File: src/rtl/alu_ctrl_pkg.sv
// Shared constants for the EX-stage ALU control decoder and its mult/div unit.
package alu_ctrl_pkg;

    localparam logic [2:0] ALU_NOP  = 3'b000;
    localparam logic [2:0] ALU_ADD  = 3'b001;
    localparam logic [2:0] ALU_SUB  = 3'b010;
    localparam logic [2:0] ALU_AND  = 3'b011;
    localparam logic [2:0] ALU_OR   = 3'b100;
    localparam logic [2:0] ALU_MFHI = 3'b101;
    localparam logic [2:0] ALU_MFLO = 3'b110;
    localparam logic [2:0] ALU_SLT  = 3'b111;

    localparam logic [5:0] FN_ADD   = 6'b100000;
    localparam logic [5:0] FN_SUB   = 6'b100010;
    localparam logic [5:0] FN_AND   = 6'b100100;
    localparam logic [5:0] FN_OR    = 6'b100101;
    localparam logic [5:0] FN_MFHI  = 6'b010000;
    localparam logic [5:0] FN_MFLO  = 6'b010010;
    localparam logic [5:0] FN_SLT   = 6'b101010;
    localparam logic [5:0] FN_MULT  = 6'b011000;
    localparam logic [5:0] FN_MULTU = 6'b011001;
    localparam logic [5:0] FN_DIV   = 6'b011010;
    localparam logic [5:0] FN_DIVU  = 6'b011011;

    localparam logic [1:0] ALUOP_MEM   = 2'b00;
    localparam logic [1:0] ALUOP_RTYPE = 2'b10;

    typedef enum logic [1:0] {
        ST_IDLE,
        ST_MUL,
        ST_DIV,
        ST_DONE
    } md_state_e;

endpackage

File: src/rtl/muldiv_iter.sv
// Iterative unsigned datapath: shift-add multiply or restoring divide, one bit
// per step. After WIDTH steps {acc, shreg} holds the product (mul), or
// acc = remainder and shreg = quotient (div).
module muldiv_iter #(
    parameter int WIDTH = 32
) (
    input  logic             clk_i,
    input  logic             rst_n_i,
    input  logic             load,
    input  logic             step,
    input  logic             mode,
    input  logic [WIDTH-1:0] op_a,
    input  logic [WIDTH-1:0] op_b,
    output logic [WIDTH-1:0] acc,
    output logic [WIDTH-1:0] shreg,
    output logic             last
);

    localparam int CW = $clog2(WIDTH);

    logic [WIDTH-1:0] opb;
    logic [CW-1:0]    cnt;
    logic [WIDTH:0]   mul_sum;
    logic [WIDTH:0]   rem_sh;
    logic             rem_ge;
    logic [WIDTH-1:0] rem_sub;

    // One-step arithmetic; the divide subtract fits WIDTH bits whenever rem_ge holds.
    always_comb begin
        mul_sum = {1'b0, acc} + (shreg[0] ? {1'b0, opb} : '0);
        rem_sh  = {acc, shreg[WIDTH-1]};
        rem_ge  = (rem_sh >= {1'b0, opb});
        rem_sub = rem_sh[WIDTH-1:0] - opb;
    end

    // Operand load, per-step shift and iteration down-counter.
    always_ff @(posedge clk_i or negedge rst_n_i) begin
        if (!rst_n_i) begin
            acc   <= '0;
            shreg <= '0;
            opb   <= '0;
            cnt   <= '0;
        end else if (load) begin
            acc   <= '0;
            shreg <= op_a;
            opb   <= op_b;
            cnt   <= CW'(WIDTH - 1);
        end else if (step) begin
            if (!mode) begin
                acc   <= mul_sum[WIDTH:1];
                shreg <= {mul_sum[0], shreg[WIDTH-1:1]};
            end else if (rem_ge) begin
                acc   <= rem_sub;
                shreg <= {shreg[WIDTH-2:0], 1'b1};
            end else begin
                acc   <= rem_sh[WIDTH-1:0];
                shreg <= {shreg[WIDTH-2:0], 1'b0};
            end
            cnt <= cnt - 1'b1;
        end
    end

    assign last = (cnt == '0);

endmodule

File: src/rtl/alu_ctrl_muldiv.sv
// EX-stage ALU control decoder with an iterative mult/div unit and HI/LO.
//   state   | meaning
//   IDLE    | waiting for a mult/div start
//   MUL     | shift-add iterations
//   DIV     | restoring-divide iterations
//   DONE    | sign-correct result, commit HI/LO on exit, pulse done_o
module alu_ctrl_muldiv
    import alu_ctrl_pkg::*;
#(
    parameter int WIDTH  = 32,
    parameter bit DIV_EN = 1'b1
) (
    input  logic             clk_i,
    input  logic             rst_n_i,
    input  logic             valid_i,
    input  logic             flush_i,
    input  logic [1:0]       ALUOp_i,
    input  logic [5:0]       funct_i,
    input  logic [WIDTH-1:0] src1_i,
    input  logic [WIDTH-1:0] src2_i,
    output logic [2:0]       ALUCtrl_o,
    output logic             stall_o,
    output logic             done_o,
    output logic             div0_o,
    output logic [WIDTH-1:0] hi_o,
    output logic [WIDTH-1:0] lo_o
);

    md_state_e state, state_nx;

    logic             is_mul, is_div, op_signed, start, div_zero;
    logic             a_neg, b_neg;
    logic [WIDTH-1:0] a_mag, b_mag, ld_a;
    logic             dp_load, dp_step, dp_last;
    logic [WIDTH-1:0] dp_acc, dp_sh;
    logic             neg_q, rneg_q, div_q, div0_pend_q;
    logic [2*WIDTH-1:0] prod_fix;
    logic [WIDTH-1:0] hi_res, lo_res;

    // Zero-latency ALU operation decode.
    always_comb begin
        ALUCtrl_o = ALU_NOP;
        if (ALUOp_i == ALUOP_MEM) begin
            ALUCtrl_o = ALU_ADD;
        end else begin
            case (funct_i)
                FN_ADD:  ALUCtrl_o = ALU_ADD;
                FN_SUB:  ALUCtrl_o = ALU_SUB;
                FN_AND:  ALUCtrl_o = ALU_AND;
                FN_OR:   ALUCtrl_o = ALU_OR;
                FN_MFHI: ALUCtrl_o = ALU_MFHI;
                FN_MFLO: ALUCtrl_o = ALU_MFLO;
                FN_SLT:  ALUCtrl_o = ALU_SLT;
                default: ALUCtrl_o = ALU_NOP;
            endcase
        end
    end

    // Start detection and operand magnitudes; a zero divisor passes the raw
    // dividend through so it lands in HI unchanged.
    always_comb begin
        is_mul    = (funct_i == FN_MULT) || (funct_i == FN_MULTU);
        is_div    = DIV_EN && ((funct_i == FN_DIV) || (funct_i == FN_DIVU));
        op_signed = (funct_i == FN_MULT) || (funct_i == FN_DIV);
        start     = (state == ST_IDLE) && valid_i && !flush_i &&
                    (ALUOp_i == ALUOP_RTYPE) && (is_mul || is_div);
        a_neg     = op_signed && src1_i[WIDTH-1];
        b_neg     = op_signed && src2_i[WIDTH-1];
        a_mag     = a_neg ? -src1_i : src1_i;
        b_mag     = b_neg ? -src2_i : src2_i;
        div_zero  = is_div && (src2_i == '0);
        ld_a      = div_zero ? src1_i : a_mag;
    end

    // Next-state, datapath control and handshake outputs.
    always_comb begin
        state_nx = state;
        dp_load  = 1'b0;
        dp_step  = 1'b0;
        case (state)
            ST_IDLE: begin
                if (start) begin
                    dp_load  = 1'b1;
                    state_nx = div_zero ? ST_DONE : (is_div ? ST_DIV : ST_MUL);
                end
            end
            ST_MUL, ST_DIV: begin
                if (flush_i) begin
                    state_nx = ST_IDLE;
                end else begin
                    dp_step = 1'b1;
                    if (dp_last) state_nx = ST_DONE;
                end
            end
            ST_DONE: state_nx = ST_IDLE;
            default: state_nx = ST_IDLE;
        endcase
        stall_o = start || (state == ST_MUL) || (state == ST_DIV);
        done_o  = (state == ST_DONE) && !flush_i;
    end

    // State register.
    always_ff @(posedge clk_i or negedge rst_n_i) begin
        if (!rst_n_i) state <= ST_IDLE;
        else          state <= state_nx;
    end

    muldiv_iter #(.WIDTH(WIDTH)) u_iter (
        .clk_i   (clk_i),
        .rst_n_i (rst_n_i),
        .load    (dp_load),
        .step    (dp_step),
        .mode    (state == ST_DIV),
        .op_a    (ld_a),
        .op_b    (b_mag),
        .acc     (dp_acc),
        .shreg   (dp_sh),
        .last    (dp_last)
    );

    // Sign correction of the unsigned magnitude result.
    always_comb begin
        prod_fix = neg_q ? -{dp_acc, dp_sh} : {dp_acc, dp_sh};
        if (div0_pend_q) begin
            lo_res = '1;
            hi_res = dp_sh;
        end else if (div_q) begin
            lo_res = neg_q  ? -dp_sh  : dp_sh;
            hi_res = rneg_q ? -dp_acc : dp_acc;
        end else begin
            lo_res = prod_fix[WIDTH-1:0];
            hi_res = prod_fix[2*WIDTH-1:WIDTH];
        end
    end

    // Sign flags captured at start; HI/LO and div0 commit when DONE exits unflushed.
    always_ff @(posedge clk_i or negedge rst_n_i) begin
        if (!rst_n_i) begin
            neg_q       <= 1'b0;
            rneg_q      <= 1'b0;
            div_q       <= 1'b0;
            div0_pend_q <= 1'b0;
            div0_o      <= 1'b0;
            hi_o        <= '0;
            lo_o        <= '0;
        end else if (start) begin
            neg_q       <= (a_neg ^ b_neg) && !div_zero;
            rneg_q      <= a_neg && !div_zero;
            div_q       <= is_div;
            div0_pend_q <= div_zero;
            div0_o      <= 1'b0;
        end else if (done_o) begin
            hi_o   <= hi_res;
            lo_o   <= lo_res;
            div0_o <= div0_pend_q;
        end
    end

endmodule

File: config.mk
export PLATFORM = sky130hd
export DESIGN_NAME = alu_ctrl_muldiv
export DESIGN_NICKNAME = d
export VERILOG_FILES = /design/src/rtl/alu_ctrl_pkg.sv /design/src/rtl/muldiv_iter.sv /design/src/rtl/alu_ctrl_muldiv.sv
export SDC_FILE = /design/constraint.sdc
export NUM_CORES = 1
export LEC_CHECK = 0
export ABC_AREA = 1
export ABC_CLOCK_PERIOD_IN_PS = 4070
export BUFFER_PORTS_ARGS = -buffer_cell sky130_fd_sc_hd__buf_2
export CAP_MARGIN = 40
export CORE_ASPECT_RATIO = 0.75
export CORE_MARGIN = 8
export CORE_UTILIZATION = 26
export DETAILED_ROUTE_END_ITERATION = 16
export GPL_TIMING_DRIVEN = 0
export REMOVE_ABC_BUFFERS = 1
export SETUP_SLACK_MARGIN = 0.2
export SLEW_MARGIN = 20
export SYNTH_ARGS = -nofsm -noshare
export SYNTH_HDL_FRONTEND = slang
export SYNTH_SLANG_ARGS = --single-unit
File: constraint.sdc
create_clock -name clk_i -period 4.07 [get_ports clk_i]
set_input_delay 0.814 -clock clk_i [delete_from_list [all_inputs] [get_ports clk_i]]
set_output_delay 0.814 -clock clk_i [all_outputs]
set_load 0.1 [all_outputs]
==> flow_metrics.env, run 1 <==
export IMPL_status="finished, final reports clean"
export IMPL_final_setup_tns_ns=0
export IMPL_clockBufferDepth=2
export IMPL_fin_crit_sh_pct=89.31
export IMPL_seqPwrFrac_pct=23.2
export IMPL_n_antenna_cell=0
export IMPL_layout_common_cells="1048 x sky130_fd_sc_hd__nand2_1, 431 x sky130_fd_sc_hd__inv_1, 348 x sky130_fd_sc_hd__nor2_1, 269 x sky130_fd_sc_hd__nand3_1, 180 x sky130_fd_sc_hd__a21oi_1"
export IMPL_synth_cell_type_count=51
export IMPL_cp_cell_sequence="inv_1 > ha_1 > nand3_1 > nor3_1 > nand2_8 > nand2_1 > buf_2"
export IMPL_initial_antenna_violation_count=1
export IMPL_floorplan_initialDensity_pct=26.26
export IMPL_setup_worst_path_start="state[0]"
export IMPL_floorplan_rows=83
export IMPL_buffer_ports_inserted=145
export IMPL_multi_input_area_mm2=0.01157
export IMPL_globalRouteTotalUtil_pct=18.84
export IMPL_grt_start_max_net_pins=77
export IMPL_timing_critical_path_to_type="output pin"
export IMPL_cellLeakagePower_nw=10.57
export IMPL_finalNetCount=3335
export IMPL_post_synth_instance_area_mm2=0.01797
export IMPL_max_cap_violations=0
export IMPL_clock_power_share_pct=11.5
export IMPL_path_clk_slew_ns=0.08
export IMPL_slew_headroom_pct=49.05
export IMPL_final_antenna_net_count=0
export IMPL_hold_path_class="in2async"
export IMPL_rsz_0062_raised_after_global_routing="false"
export IMPL_synthesis_instances=3098
export IMPL_vdd_drop_max_mv=0.7347
export IMPL_routed_via_density=5.026
export IMPL_globalplace_congestion=0.9770
export IMPL_timing_critical_path_slowest_stage_cell="sky130_fd_sc_hd__nor3_1"
export IMPL_sequential_cell_area_mm2=0.004308
export IMPL_synth_seq_area_share_pct=23.95
export IMPL_setup_worst_path_class="reg2out"
export IMPL_worst_setup_sp_type="register"
export IMPL_reg2reg_setup_slack_ns=0.49
export IMPL_placedInstanceArea_mm2=0.01965
export IMPL_rr_endpoint="u_iter.acc[15]"
export IMPL_detailedRoute_firstIterationViolations=2467
export IMPL_switching_share_pct=62.21
export IMPL_postLayoutCellArea_mm2=0.02031
export IMPL_rr_startpoint="u_iter.acc[13]"
export IMPL_grt_overflow_total=0
export IMPL_die_width_um=319.6
export IMPL_areaGrowthSynthToFinish_pct=13.02
export IMPL_arrival_ns=2.82
export IMPL_setup_viol=0
export IMPL_grt_pass1_vias=18210
export IMPL_length_in_cells_of_the_worst_reg_to_reg_path=12
export IMPL_critPathMaxStageDelay_ns=0.45
export IMPL_layout_min_cycle_time_ns=3.635
export IMPL_flop_and_latch_count_out_of_synthesis=172
export IMPL_path_buf_inv=2
export IMPL_synth_async_sr_flop_share_pct=100.0
export IMPL_tritoncts="done"
export IMPL_fp_dieH_um=243.7
export IMPL_drt_pass1_iter_count=6
export IMPL_fin_worst_hold_slack_ns=0.2490
export IMPL_stdcell_count=4087
export IMPL_critPathMaxFanout=73
export IMPL_cell_internal_pwr_mw=5.678
export IMPL_finalMaxSlewViolations=0
export IMPL_clk_root_buffer_cell="sky130_fd_sc_hd__clkbuf_16"
export IMPL_crit_family="simple AND/OR/NAND/NOR gates"
export IMPL_routedWlPerCell_um=18.52
export IMPL_synth_enable_flop_cells=0
export IMPL_power_per_cell_area_mw_per_mm2=739.7
export IMPL_skew_ns=0.02524
export IMPL_synth_yosys_warnings=0
export IMPL_dieArea_mm2=0.07789
export IMPL_synth_avg_cell_area_um2=5.802
export IMPL_place_inst=4052
export IMPL_comb_power_share_pct=65.3
export IMPL_post_cts_hold_buffer_count=0
export IMPL_power_net_switching_mw=9.347
export IMPL_required_ns=3.26
export IMPL_drc=0
export IMPL_fillCellCount=7743
export IMPL_fp_coreArea_mm2=0.06844
export IMPL_max_freq_mhz=275.1
export IMPL_dominantRegCellSynth="sky130_fd_sc_hd__dfrtp_1"
export IMPL_ioPinCount=146
export IMPL_numClockSinks=172
export IMPL_max_slew_worst_pin_slew_ns=0.7615
export IMPL_detailed_place_hpwl_mm=61.27
export IMPL_drive_above_1_share_pct=8.576
export IMPL_num_vias=20540
export IMPL_drt_total_wl_mm=75.71
export IMPL_final_common_cell="sky130_fd_sc_hd__nand2_1"
export IMPL_insertion_delay_ns=0.49
export IMPL_report_final_hold_viol_count=0
export IMPL_numCtsBuffers=17
export IMPL_htreeDepth=4
export IMPL_first_pass_grt_wire_length_mm=114.5
cells in the mapped netlist, types with 3 or more instances:
master,instances,area share [%]
sky130_fd_sc_hd__nand2_1,1049,22
sky130_fd_sc_hd__nand3b_1,24,1.0
sky130_fd_sc_hd__inv_1,432,9.0
sky130_fd_sc_hd__buf_2,21,0.58
sky130_fd_sc_hd__ha_1,75,5.2
sky130_fd_sc_hd__buf_4,3,0.13
sky130_fd_sc_hd__nor2_2,16,0.56
sky130_fd_sc_hd__nand3_1,269,7.5
sky130_fd_sc_hd__o21ai_0,138,3.8
sky130_fd_sc_hd__nor2_4,11,0.69
sky130_fd_sc_hd__o21ai_1,16,0.45
sky130_fd_sc_hd__inv_2,12,0.25
sky130_fd_sc_hd__dfrtp_1,172,24
sky130_fd_sc_hd__xnor2_1,21,1.0
sky130_fd_sc_hd__a21o_1,4,0.17
sky130_fd_sc_hd__nand2_2,15,0.52
sky130_fd_sc_hd__a21oi_2,3,0.15
sky130_fd_sc_hd__nand4_1,39,1.4
sky130_fd_sc_hd__xor2_1,40,1.9
sky130_fd_sc_hd__buf_1,9,0.19
sky130_fd_sc_hd__nor3_1,34,0.95
sky130_fd_sc_hd__o21bai_1,19,0.79
sky130_fd_sc_hd__clkbuf_1,51,1.1
sky130_fd_sc_hd__o211ai_1,8,0.33
sky130_fd_sc_hd__nand3_2,5,0.28
sky130_fd_sc_hd__o22ai_1,25,0.87
sky130_fd_sc_hd__buf_6,10,0.63
sky130_fd_sc_hd__o21a_1,3,0.13
sky130_fd_sc_hd__o22a_1,4,0.19
sky130_fd_sc_hd__a31oi_1,9,0.31
sky130_fd_sc_hd__a21oi_1,180,5.0
sky130_fd_sc_hd__nor2_1,349,7.3
sky130_fd_sc_hd__nor4_1,7,0.24
how the worst max path moves through the flow:
stage / endpoint / slack (ns) / depth (start not counted)
6_report: stall_o / 0.43 / 7
5_1_grt: hi_o[0] / 0.26 / 12
4_1_cts: lo_o[21] / 0.20 / 13
3_5_place_dp: lo_o[21] / -0.24 / 13
3_3_place_gp: u_iter.acc[12] / -2.80 / 10
2_1_floorplan: u_iter.acc[2] / 0.03 / 7
metrics by stage:
stage | worst slack [ns] | total power [mW] | utilization [%]
finish | 0.4349 | 15.02 | 29.68
global route | 0.2603 | 15.99 | 29.68
CTS | 0.2009 | 14.85 | 29.60
detailed placement | -0.2424 | 13.09 | 28.71
global placement | -2.805 | 12.94 | 28.27
floorplan | 0.03424 | 10.10 | -
cells by family after synthesis:
logic type	after synthesis	share of synthesized area (%)
simple gates	1831	43.02
buf+inv	540	11.92
compound gates	417	12.70
flops	172	23.95
fa+ha+maj	77	5.444
xor+xnor	61	2.973
area by class of cell:
cell class,count,share of cell area (%)
clock buffer,18,2.113
timing repair buffer,159,5.026
inverter,446,8.365
clock inverter,14,0.8192
sequential,172,21.21
tap,892,5.494
multi-input combinational,2386,56.98
power groups by stage:
| stage | Clock (mW) | Combinational [mW] | Sequential (mW) |
|---|---|---|---|
| after floorplan | 0 | 4.84 | 5.26 |
| after global routing | 1.83 | 10.6 | 3.53 |
| after global placement | 0 | 9.47 | 3.47 |
| after detailed placement | 0 | 9.63 | 3.46 |
| final | 1.73 | 9.80 | 3.49 |
| after CTS | 1.76 | 9.66 | 3.43 |
state kept, by name, indices dropped and copies added (netlist names), 2 cells and up:
signal	cells
hi_o	32
lo_o	32
state	2
u_iter.acc	32
u_iter.cnt	5
u_iter.opb	32
u_iter.shreg	32
metal layers:
layer	wire length, um	track usage [%]	part of all wire [%]
met5	12	0	0.016
met4	730	2.795	0.96
met3	8907	5.152	12
met2	30010	25.93	40
met1	36050	29.05	48
what timing repair did:
action / CTS / global route
hold endpoints to repair: 0 / 0
setup endpoints to repair: 43 / 42
gates resized for setup: 3 / 4
pin swaps: 0 / 1
buffers inserted: 0 / 1
cloned: 0 / 0
Power figures use the tool's default switching activity.
==> inputs of run 2 (changes only) <==
- ABC_AREA: 1 -> not set
==> run 2 against run 1 <==
Net effect: first-iteration DRC count shrank 40%; final cell count fell by 36%; die area shrank 19%; via count fell by 31%; non-clock buffer count increased by 9; critical path type is now reg2reg; largest cell class unchanged; worst hold slack improved by 0.0064 ns; synthesized cell count shrank 42%.
==> flow_metrics.env, run 2 <==
export IMPL_status="finished, final reports clean"
export IMPL_path_clk_slew_ns=0.08
export IMPL_synth_avg_cell_area_um2=8.022
export IMPL_dominantRegCellSynth="sky130_fd_sc_hd__dfrtp_1"
export IMPL_grt_overflow_total=0
export IMPL_first_pass_grt_wire_length_mm=79.05
export IMPL_detailed_place_hpwl_mm=40.09
export IMPL_routedWlPerCell_um=20.05
export IMPL_hold_path_class="in2async"
export IMPL_p_total_mw=13.87
export IMPL_globalRouteTotalUtil_pct=15.84
export IMPL_critPathMaxFanout=8
export IMPL_grt_pass1_vias=13350
export IMPL_insertion_delay_ns=0.46
export IMPL_netlist_top_cells_count="198 x sky130_fd_sc_hd__o21ai_0, 188 x sky130_fd_sc_hd__nand2_1, 172 x sky130_fd_sc_hd__dfrtp_1"
export IMPL_arrival_ns=4.12
export IMPL_skew_ns=0.01352
export IMPL_setup_viol=0
export IMPL_floorplan_initialDensity_pct=26.39
export IMPL_place_inst=2567
export IMPL_rr_startpoint="u_iter.shreg[0]"
export IMPL_tritoncts="done"
export IMPL_final_antenna_net_count=0
export IMPL_globalplace_congestion=0.9388
export IMPL_drc=0
export IMPL_numCtsBuffers=17
export IMPL_fp_dieH_um=219.9
export IMPL_fin_crit_sh_pct=93.38
export IMPL_grt_start_max_net_pins=72
export IMPL_initial_antenna_violation_count=5
export IMPL_htreeDepth=4
export IMPL_synth_enable_flop_cells=0
export IMPL_length_in_cells_of_the_worst_reg_to_reg_path=11
export IMPL_detailedRoute_firstIterationViolations=1477
export IMPL_fp_coreArea_mm2=0.05463
export IMPL_dieArea_mm2=0.06332
export IMPL_rsz_0062_raised_after_global_routing="false"
export IMPL_layout_min_cycle_time_ns=3.800
export IMPL_slew_headroom_pct=42.14
export IMPL_synth_seq_area_share_pct=29.86
export IMPL_routed_via_density=5.448
export IMPL_final_common_cell="sky130_fd_sc_hd__o21ai_0"
export IMPL_buffer_ports_inserted=145
export IMPL_flop_and_latch_count_out_of_synthesis=172
export IMPL_ys_top_cells_by_area="sky130_fd_sc_hd__dfrtp_1 30%, sky130_fd_sc_hd__o21ai_0 6.9%, sky130_fd_sc_hd__ha_1 6.5%, sky130_fd_sc_hd__xnor2_1 6.3%, sky130_fd_sc_hd__nand2_1 4.9%"
export IMPL_setup_worst_path_start="u_iter.shreg[0]"
export IMPL_setup_worst_path_class="reg2reg"
export IMPL_max_cap_violations=0
export IMPL_synth_yosys_warnings=0
export IMPL_post_synth_top_area_cell="sky130_fd_sc_hd__dfrtp_1"
export IMPL_drt_pass1_iter_count=8
export IMPL_synthesis_instances=1797
export IMPL_vdd_drop_max_mv=0.7871
export IMPL_finalNetCount=2025
export IMPL_drt_total_wl_mm=52.30
export IMPL_report_final_hold_viol_count=0
export IMPL_num_vias=14210
export IMPL_timing_critical_path_to_type="register"
export IMPL_numClockSinks=172
export IMPL_cellLeakagePower_nw=6.756
export IMPL_synth_most_common_cell="sky130_fd_sc_hd__o21ai_0"
export IMPL_synth_async_sr_flop_share_pct=100.0
export IMPL_drive_above_1_share_pct=13.90
export IMPL_post_synth_instance_area_mm2=0.01442
export IMPL_max_freq_mhz=263.1
export IMPL_ioPinCount=146
export IMPL_required_ns=4.39
export IMPL_synth_cell_type_count=77
export IMPL_finalMaxSlewViolations=0
export IMPL_final_setup_tns_ns=0
export IMPL_fillCellCount=5752
export IMPL_max_slew_worst_pin_slew_ns=0.8648
export IMPL_floorplan_rows=74
export IMPL_areaGrowthSynthToFinish_pct=17.12
export IMPL_layout_common_cells="194 x sky130_fd_sc_hd__o21ai_0, 187 x sky130_fd_sc_hd__nand2_1, 169 x sky130_fd_sc_hd__dfrtp_1, 144 x sky130_fd_sc_hd__buf_2, 130 x sky130_fd_sc_hd__nor2_1"
export IMPL_clockBufferDepth=2
export IMPL_power_per_cell_area_mw_per_mm2=821.5
export IMPL_die_width_um=287.9
export IMPL_post_synth_top_area_fraction_pct=29.86
export IMPL_clk_root_buffer_cell="sky130_fd_sc_hd__clkbuf_16"
export IMPL_worst_setup_sp_type="register"
export IMPL_stdcell_count=2609
run 2: what timing repair did:
action,4_1_cts,5_1_grt
buffers inserted,3,3
gates cloned,0,1
hold buffers,0,0
resized for setup,10,25
setup endpoints to repair,23,31
pin swaps,1,7
run 2: routing by layer:
metal | wire, um | global-route usage, % | up-vias | share of wire, %
met5 | 27 | 0 | - | 0.052
met4 | 585 | 3.231 | 4 | 1.1
met3 | 5157 | 4.364 | 44 | 9.9
met2 | 22260 | 23.73 | 555 | 43
met1 | 24270 | 22.59 | 6969 | 46
li1 | - | - | 6642 | -
run 2: cell families (layout without fill, tap and decap cells):
group	Yosys count	after routing	share of synthesized area [%]
DFF	172	172	29.86
adders and majority gates	77	77	6.787
other	0	2	0
muxes	55	55	3.880
buffers and inverters	186	273	5.103
AOI/OAI and AO/OA	599	599	26.18
and+or+nand+nor	533	534	17.56
xor gates and xnor gates	175	175	10.63
run 2: power by group:
part / switching (mW) / internal (mW) / total, mW
sequential: 0.975 / 2.34 / 3.32
combinational: 5.94 / 2.71 / 8.65
clock: 0.806 / 1.10 / 1.91
total: 7.72 / 6.15 / 13.9
run 2: area by class of cell:
cell class | count | area, um^2 | area share, %
Multi-Input combinational cell | 1440 | 9604 | 56.88
Clock inverter | 15 | 235.2 | 1.393
Tap cell | 722 | 903.4 | 5.350
Clock buffer | 17 | 425.4 | 2.519
Antenna cell | 2 | 5.005 | 0.02964
Timing Repair Buffer | 168 | 1126 | 6.669
Inverter | 73 | 277.8 | 1.645
Sequential cell | 172 | 4308 | 25.51
run 2: critical path, stage by stage (launching register included):
cell	delay, ns
sky130_fd_sc_hd__dfrtp_2	0.50
sky130_fd_sc_hd__clkinvlp_4	0.20
sky130_fd_sc_hd__buf_4	0.18
sky130_fd_sc_hd__ha_1	0.19
sky130_fd_sc_hd__nand2b_1	0.14
sky130_fd_sc_hd__or3_4	0.40
sky130_fd_sc_hd__or3_4	0.41
sky130_fd_sc_hd__or3_4	0.48
sky130_fd_sc_hd__o21a_1	0.38
sky130_fd_sc_hd__o31ai_1	0.35
sky130_fd_sc_hd__xor2_1	0.34
sky130_fd_sc_hd__o21ai_1	0.09
run 2: per-stage QoR:
stage,area (um^2),utilization (%),worst slack [ns],hold slack [ns]
after floorplan,13950,-,-1.680,0.4498
after detailed placement,16000,29.29,-0.4593,0.4547
after CTS,16730,30.63,0.1794,0.2632
after global routing,16880,30.90,0.1829,0.2753
after global placement,15580,28.53,-5.182,0.4494
final,16880,30.91,0.2696,0.2554
run 2: path summary, 6_finish.rpt:
kind | to | slack [ns]
worst max-delay path | hi_o[16] | 0.27
worst min-delay path | lo_o[16] | 0.26
worst max register to register | hi_o[16] | 0.27
worst min register to register | lo_o[0] | 0.47
max in group asynchronous | u_iter.shreg[31] | 2.73
min in group clk_i | lo_o[0] | 0.47
